## src/rtl/alu_cmd_sequencer.sv

```systemverilog
// Valid/ready command front-end for the 16-bit ALU: one command in flight, registered ALU drive, held response.
// Optional shift-and-add multiply (op 8) built from ALU ADD steps, enabled by macro ALU_SEQ_MUL_EN.
module alu_cmd_sequencer (
  input  logic        i_Clk,
  input  logic        i_Reset,
  input  logic        i_CmdValid,
  output logic        o_CmdReady,
  input  logic [3:0]  i_CmdOp,
  input  logic [15:0] i_CmdA,
  input  logic [15:0] i_CmdB,
  output logic        o_RspValid,
  input  logic        i_RspReady,
  output logic [15:0] o_RspData,
  output logic        o_RspZero,
  output logic        o_RspErr,
  output logic [2:0]  o_ALUOp,
  output logic [15:0] o_ALUData0,
  output logic [15:0] o_ALUData1,
  input  logic [15:0] i_ALUResult,
  input  logic        i_ALUZero
);

  typedef enum logic [1:0] {
    S_IDLE,
    S_EXEC,
`ifdef ALU_SEQ_MUL_EN
    S_MUL,
`endif
    S_RESP
  } state_t;

  state_t      r_State;
  state_t      w_NextState;
  logic        w_Accept;
  logic        w_IsNative;
  logic [2:0]  r_ALUOp;
  logic [15:0] r_ALUData0;
  logic [15:0] r_ALUData1;
  logic [15:0] r_RspData;
  logic        r_RspZero;
  logic        r_RspErr;
`ifdef ALU_SEQ_MUL_EN
  logic        w_IsMul;
  logic [15:0] r_ASh;
  logic [15:0] r_BSh;
  logic [3:0]  r_MulCnt;

  assign w_IsMul = (i_CmdOp == 4'd8);
`endif

  assign o_CmdReady = (r_State == S_IDLE) & ~i_Reset;
  assign w_Accept   = i_CmdValid & o_CmdReady;
  assign w_IsNative = ~i_CmdOp[3];

  assign o_RspValid = (r_State == S_RESP);
  assign o_RspData  = r_RspData;
  assign o_RspZero  = r_RspZero;
  assign o_RspErr   = r_RspErr;
  assign o_ALUOp    = r_ALUOp;
  assign o_ALUData0 = r_ALUData0;
  assign o_ALUData1 = r_ALUData1;

  always_ff @(posedge i_Clk) begin
    if (i_Reset) r_State <= S_IDLE;
    else         r_State <= w_NextState;
  end

  always_comb begin
    w_NextState = r_State;
    case (r_State)
      S_IDLE: begin
        if (w_Accept) begin
          if (w_IsNative) w_NextState = S_EXEC;
`ifdef ALU_SEQ_MUL_EN
          else if (w_IsMul) w_NextState = S_MUL;
`endif
          else w_NextState = S_RESP;
        end
      end
      S_EXEC: w_NextState = S_RESP;
`ifdef ALU_SEQ_MUL_EN
      S_MUL: begin
        if (r_MulCnt == 4'd15) w_NextState = S_RESP;
      end
`endif
      S_RESP: begin
        if (i_RspReady) w_NextState = S_IDLE;
      end
      default: w_NextState = S_IDLE;
    endcase
  end

  // In MUL, r_ALUData0 doubles as the accumulator; r_ASh/r_BSh already hold the next iteration's operands.
  always_ff @(posedge i_Clk) begin
    if (i_Reset) begin
      r_ALUOp    <= 3'd0;
      r_ALUData0 <= 16'h0000;
      r_ALUData1 <= 16'h0000;
      r_RspData  <= 16'h0000;
      r_RspZero  <= 1'b0;
      r_RspErr   <= 1'b0;
`ifdef ALU_SEQ_MUL_EN
      r_ASh      <= 16'h0000;
      r_BSh      <= 16'h0000;
      r_MulCnt   <= 4'd0;
`endif
    end else begin
      case (r_State)
        S_IDLE: begin
          if (w_Accept) begin
            if (w_IsNative) begin
              r_ALUOp    <= i_CmdOp[2:0];
              r_ALUData0 <= i_CmdA;
              r_ALUData1 <= i_CmdB;
            end
`ifdef ALU_SEQ_MUL_EN
            else if (w_IsMul) begin
              r_ALUOp    <= 3'd0;
              r_ALUData0 <= 16'h0000;
              r_ALUData1 <= i_CmdB[0] ? i_CmdA : 16'h0000;
              r_ASh      <= i_CmdA << 1;
              r_BSh      <= i_CmdB >> 1;
              r_MulCnt   <= 4'd0;
            end
`endif
            else begin
              r_RspData <= 16'h0000;
              r_RspZero <= 1'b1;
              r_RspErr  <= 1'b1;
            end
          end
        end
        S_EXEC: begin
          r_RspData <= i_ALUResult;
          r_RspZero <= i_ALUZero;
          r_RspErr  <= 1'b0;
        end
`ifdef ALU_SEQ_MUL_EN
        S_MUL: begin
          r_ALUData0 <= i_ALUResult;
          r_ALUData1 <= r_BSh[0] ? r_ASh : 16'h0000;
          r_ASh      <= r_ASh << 1;
          r_BSh      <= r_BSh >> 1;
          r_MulCnt   <= r_MulCnt + 4'd1;
          if (r_MulCnt == 4'd15) begin
            r_RspData <= i_ALUResult;
            r_RspZero <= i_ALUZero;
            r_RspErr  <= 1'b0;
          end
        end
`endif
        default: ;
      endcase
    end
  end

endmodule

```

## config.mk

```make
export PLATFORM = sky130hd
export DESIGN_NAME = alu_cmd_sequencer
export DESIGN_NICKNAME = d
export VERILOG_FILES = /design/src/rtl/alu_cmd_sequencer.sv
export SDC_FILE = /design/constraint.sdc
export NUM_CORES = 1
export LEC_CHECK = 0
export CAP_MARGIN = 20
export CORE_MARGIN = 8
export CORE_UTILIZATION = 41
export DETAILED_ROUTE_END_ITERATION = 7
export PLACE_DENSITY = 0.84
export SYNTH_ARGS = -nofsm -noshare
export SYNTH_HDL_FRONTEND = slang
export SYNTH_SLANG_ARGS = --single-unit
```

## constraint.sdc

```tcl
create_clock -name i_Clk -period 4.02 [get_ports i_Clk]
set_clock_uncertainty 0.05 [all_clocks]
set_input_delay 0.804 -clock i_Clk [delete_from_list [all_inputs] [get_ports i_Clk]]
set_output_delay 0.804 -clock i_Clk [all_outputs]
set_load 0.02 [all_outputs]
```

==> results.json <==
{
  "cp-start-kind": "input pin",
  "maxSlewViolCount": 0,
  "worstSetupPathType": "in -> out",
  "cap_violations": 0,
  "antenna_found_initial": 0,
  "wl_microns": 6075,
  "finalSetupTns_ps": 0,
  "first_pass_iters": 4,
  "clk_latency_ps": 300,
  "synth_cells": 214,
  "cts.repair.resized": 0,
  "yosys_warnings": 0,
  "numPortBuffers": 111,
  "critPathMaxFanout": 36,
  "drt_iter0_drc": 116,
  "crit_path_end_kind": "output pin",
  "syn_area_sq_um": 2013,
  "synth_area_per_cell_sq_um": 9.407,
  "fmax_ghz": 0.2997,
  "grt_max_degree": 41,
  "fin_crit_sh_pct": 83.00,
  "route.vias.total": 1976,
  "tightest_slew_ps": 987.7,
  "grt_pass1_wl_microns": 9660,
  "hold_slack_ps": 425.7,
  "dieArea_sq_um": 7408,
  "vias_per_cell": 5.146,
  "crit_required_ps": 3170,
  "fin_util_pct": 67.74,
  "min_path_type": "reg -> reg",
  "rsz0062_at_grt": "no",
  "ys_ff_latch": 55,
  "cts.clk_slew.worst_paths_ps": 80,
  "root_buffer": "clkbuf_8",
  "setup_ws_ps": 683.6,
  "core_area_sq_um": 4723,
  "dp_slack_ps": 669.1,
  "diodes": 0,
  "ys_seq_area_share_pct": 54.69,
  "synth_cell_type_count": 26,
  "hold_viol": 0,
  "clockBufferDepth": 2,
  "powerDensity_nw_per_um2": 329.3,
  "hpwl_microns": 4413,
  "drc": 0,
  "cts_tree": "built",
  "area_growth_pct": 58.92,
  "placed_cell_area_sq_um": 3114,
  "status": "finished clean",
  "nets": 373,
  "cts.sinks": 55,
  "setup_violations": 0,
  "die_x_microns": 86.07,
  "grt_usage_pct": 16.19,
  "fin_crit_ps": 3336,
  "fin_area_sq_um": 3199,
  "ir_worst_vdd_mv": 0.1823,
  "overflow": 0,
  "die_h_microns": 86.07,
  "synthesis.nets": 271,
  "start_util_pct": 42.62,
  "p_leak_nw": 1.104,
  "postRouteAntennaNets": 0,
  "top_level_ports": 112,
  "cts_setup_buffers": 0,
  "wl_per_cell_microns": 15.82,
  "htreeDepth": 2,
  "cts_made_buffers": 5,
  "relSlewSlack_pct": 33.87,
  "cp.arrival_ps": 2480,
  "hold_buffers": 0,
  "grt_pass1_vias": 1934,
  "drive_above_1_share_pct": 4.732,
  "rows": 25,
  "gp_congestion": 0.7276
}
## cell usage after synthesis
cell / instances / share of area [%]
buf_8: 3 / 2.2
clkbuf_1: 8 / 1.5
nor3_1: 1 / 0.25
inv_8: 1 / 0.56
buf_2: 6 / 1.5
dfxtp_1: 55 / 55
a22oi_1: 1 / 0.37
a21o_1: 1 / 0.37
nor3b_1: 1 / 0.37
nor2_1: 2 / 0.37
nand3_1: 35 / 8.7
clkbuf_2: 2 / 0.50
inv_1: 2 / 0.37
a31oi_1: 1 / 0.31
a211oi_1: 1 / 0.37
o21ai_0: 26 / 6.5
and2b_1: 1 / 0.37
or3_1: 1 / 0.31
a21oi_2: 1 / 0.44
buf_6: 1 / 0.56
nor3b_2: 1 / 0.62
a21oi_1: 36 / 8.9
a22o_1: 16 / 7.0
nand2b_1: 1 / 0.31
nor2b_1: 1 / 0.31
o21ai_1: 9 / 2.2
## final cells by class
class                      instances  area [sq um]
clock buffer                       6         72.57
clock inverter                     2         12.51
fill                             404          1524
inverter                           3         18.77
multi-input combinational        136         769.5
sequential                        55          1101
tap                               67         83.83
timing repair buffer             115          1141
## power breakdown
part           internal, W  switching [W]  total (W)
logic            0.0000978      0.0000921   0.000190
registers         0.000563     0.00000991   0.000573
clock network     0.000122       0.000169   0.000291
total             0.000783       0.000271    0.00105
## state kept, by name, summed over array words and instances (netlist names)
register,cells
o_ALUData1,16
o_ALUData0,16
o_RspZero,1
r_State,2
o_RspData,16
o_RspErr,1
o_ALUOp,3
## layer usage
layer / track usage, % / routed length [microns] / vias to the layer above
li1: - / - / 980
met1: 18.68 / 2531 / 915
met2: 26.03 / 2948 / 75
met3: 6.113 / 483 / 6
met4: 7.006 / 111 / 0
met5: 0 / 0 / -
## worst paths after layout
| check | from | to | slack, ps | cells past startpoint |
|---|---|---|---|---|
| max | i_Reset | o_CmdReady | 680 | 4 |
| min | o_ALUData0[11] | o_ALUData0[11] | 430 | 2 |
| max reg2reg | r_State[0] | o_ALUData0[15] | 2390 | 4 |
| min reg2reg | o_ALUData0[11] | o_ALUData0[11] | 430 | 2 |
## layout by cell type, fill, tap and decap left out, types with 4 or more instances in the layout
master,count
nand3_1,35
clkdlybuf4s50_1,111
clkbuf_8,5
o21ai_0,26
dfxtp_1,55
a21oi_1,36
buf_4,4
a22o_1,16
o21ai_1,9
## through the flow
stage,cells,power (W)
6_report,384,0.001053
5_1_grt,384,0.001107
4_1_cts,384,0.001066
3_5_place_dp,376,0.0007762
3_3_place_gp,376,0.0007736
2_1_floorplan,214,0.0006770
## worst max-delay path: stages
cell and delay (ps):
clkdlybuf4s50_1 410, or3_1 410, inv_8 200, clkdlybuf4s50_1 640
## kinds of logic after synthesis
| family | after synthesis | synth area share, % |
|---|---|---|
| flip-flops | 55 | 54.69 |
| AO/OA/AOI/OAI | 92 | 26.48 |
| buffers and inverters | 23 | 7.209 |
| AND/OR/NAND/NOR | 44 | 11.62 |
Note: power is estimated with default switching activity, not from simulation.
==> edit, RTL diff (same settings) <==
Add a define of `ALU_SEQ_MUL_EN`.
--- a/src/rtl/alu_cmd_sequencer.sv
+++ b/src/rtl/alu_cmd_sequencer.sv
@@ -1,5 +1,7 @@
 // Valid/ready command front-end for the 16-bit ALU: one command in flight, registered ALU drive, held response.
 // Optional shift-and-add multiply (op 8) built from ALU ADD steps, enabled by macro ALU_SEQ_MUL_EN.
+`define ALU_SEQ_MUL_EN
+
 module alu_cmd_sequencer (
   input  logic        i_Clk,
   input  logic        i_Reset,
Behaviour: not the same (Yosys sat finds a counterexample within 4 cycles, from zero or initial values and one cycle with i_Reset high).
==> edit against the original RTL <==
Final area grew 69%; critical endpoint is now r_BSh[13]; cell count grew 73%; critical path type is now primary input to register; critical path depth grew 2; worst setup slack gained 0.22 ns; sequential cell count grew 34; die area grew 81%; routed wire length grew 110%; global-route usage grew 1.8 points; combinational power grew to 11 times the old value; area after synthesis grew 100%; total power grew to 3.7 times the old value; core utilization shrank 12 points.
==> edit: results (changes against the original RTL) <==
Total Power Consumption=3930 uW (was 1050 uW); top post-synthesis cells by count=89 x sky130_fd_sc_hd__dfxtp_1, 61 x sky130_fd_sc_hd__a211oi_1, 53 x sky130_fd_sc_hd__a21oi_1, 41 x sky130_fd_sc_hd__nor2_1, 36 x sky130_fd_sc_hd__clkbuf_1 (was 55 x sky130_fd_sc_hd__dfxtp_1, 36 x sky130_fd_sc_hd__a21oi_1, 35 x sky130_fd_sc_hd__nand3_1, 26 x sky130_fd_sc_hd__o21ai_0, 16 x sky130_fd_sc_hd__a22o_1); global placement routability congestion=0.837 (was 0.728); largest voltage drop on the vdd net=436 uV (was 182 uV); post-placement cell area=5220 um2 (was 3110 um2); maximum number of pins on one net before global-route repair=88 (was 41); sequential cell power=1260 uW (was 573 uW); normalized max-slew margin=36.5% (was 33.9%); ratio of cells with drive above 1 in the final layout=6.00% (was 4.73%); later-pin clock latency in the skew report=0.36 ns (was 0.30 ns); mean instance size in the synthesized netlist=9.09 um2 (was 9.41 um2); portion of total power attributed to the clock network=16.3% (was 27.6%); met2 global-route usage=28.8% (was 26.0%); Non-Filler Instances=666 (was 384); GRT met3 Usage=4.17% (was 6.11%); total global-route track usage=18.0% (was 16.2%); Switching Share=43.1% (was 25.7%); number of global-route vias before repair=3,700 (was 1,934); worst-case setup slack after placement=0.574 ns (was 0.669 ns); result of the run=complete, no violations (unchanged); data arrival time of the critical path=3.32 ns (was 2.48 ns); met1 usage in global routing=23.4% (was 18.7%); clock-pin slew reported for the worst setup and hold paths after clock tree synthesis=0.11 ns (was 0.08 ns); total routed wire length on the met1 layer=5470 um (was 2530 um); CTS buffer count=9 (was 5); number of placed instances, taps included=650 (was 376); static power due to leakage=0.00178 uW (was 0.00110 uW); met2 wire length=5890 um (was 2950 um); Initial DRT Pass Iterations=5 (was 4); Final #Nets=591 (was 373); total half-perimeter wirelength after legalization and detailed placement=8910 um (was 4410 um)
## edit: cell count changes in the layout (fill, tap and decap cells not counted), sizes merged, moves of 6 or more
| cell | delta |
|---|---|
| a222oi | +15 |
| mux2i | +34 |
| a21oi | +16 |
| a22oi | +15 |
| o21ai | -15 |
| ha | +6 |
| nand3 | -32 |
| nand4 | +17 |
| dfxtp | +34 |
| a211oi | +60 |
| nor2 | +40 |
| inv | +8 |
| a22o | -15 |
## edit: cell type report
cell class                 count  area, um2
timing repair buffer         118       1160
sequential                    89       1780
clock buffer                  10        128
multi-input combinational    302       2080
inverter                       8       30.0
clock inverter                 6       73.8
tap                          133        166
fill                         867       4310
## edit: critical path, stage by stage
cell                              delay [ns]
sky130_fd_sc_hd__clkdlybuf4s50_1        0.70
sky130_fd_sc_hd__or4b_1                 0.60
sky130_fd_sc_hd__o22ai_2                0.53
sky130_fd_sc_hd__buf_4                  0.34
sky130_fd_sc_hd__a21oi_1                0.10
sky130_fd_sc_hd__a211oi_1               0.25
## edit: final timing paths
check	startpoint	end	slack, ns	cells past startpoint
setup reg to reg	r_State[0]	r_BSh[13]	1.47	7
hold reg to reg	o_RspData[15]	o_RspData[15]	0.43	2
hold / removal	o_RspData[15]	o_RspData[15]	0.43	2
setup / recovery	i_CmdOp[3]	r_BSh[13]	0.90	6
## edit: kinds of logic (layout without fill, tap and decap cells)
family | after synthesis | after routing | share of synthesized area (%)
flip-flops | 89 | 89 | 43.7
buffers and inverters | 57 | 142 | 5.74
AND/OR/NAND/NOR | 84 | 84 | 10.3
adder cells (fa/ha/maj) | 6 | 6 | 1.84
multiplexers | 34 | 34 | 8.35
AO/OA/AOI/OAI | 178 | 178 | 30.0
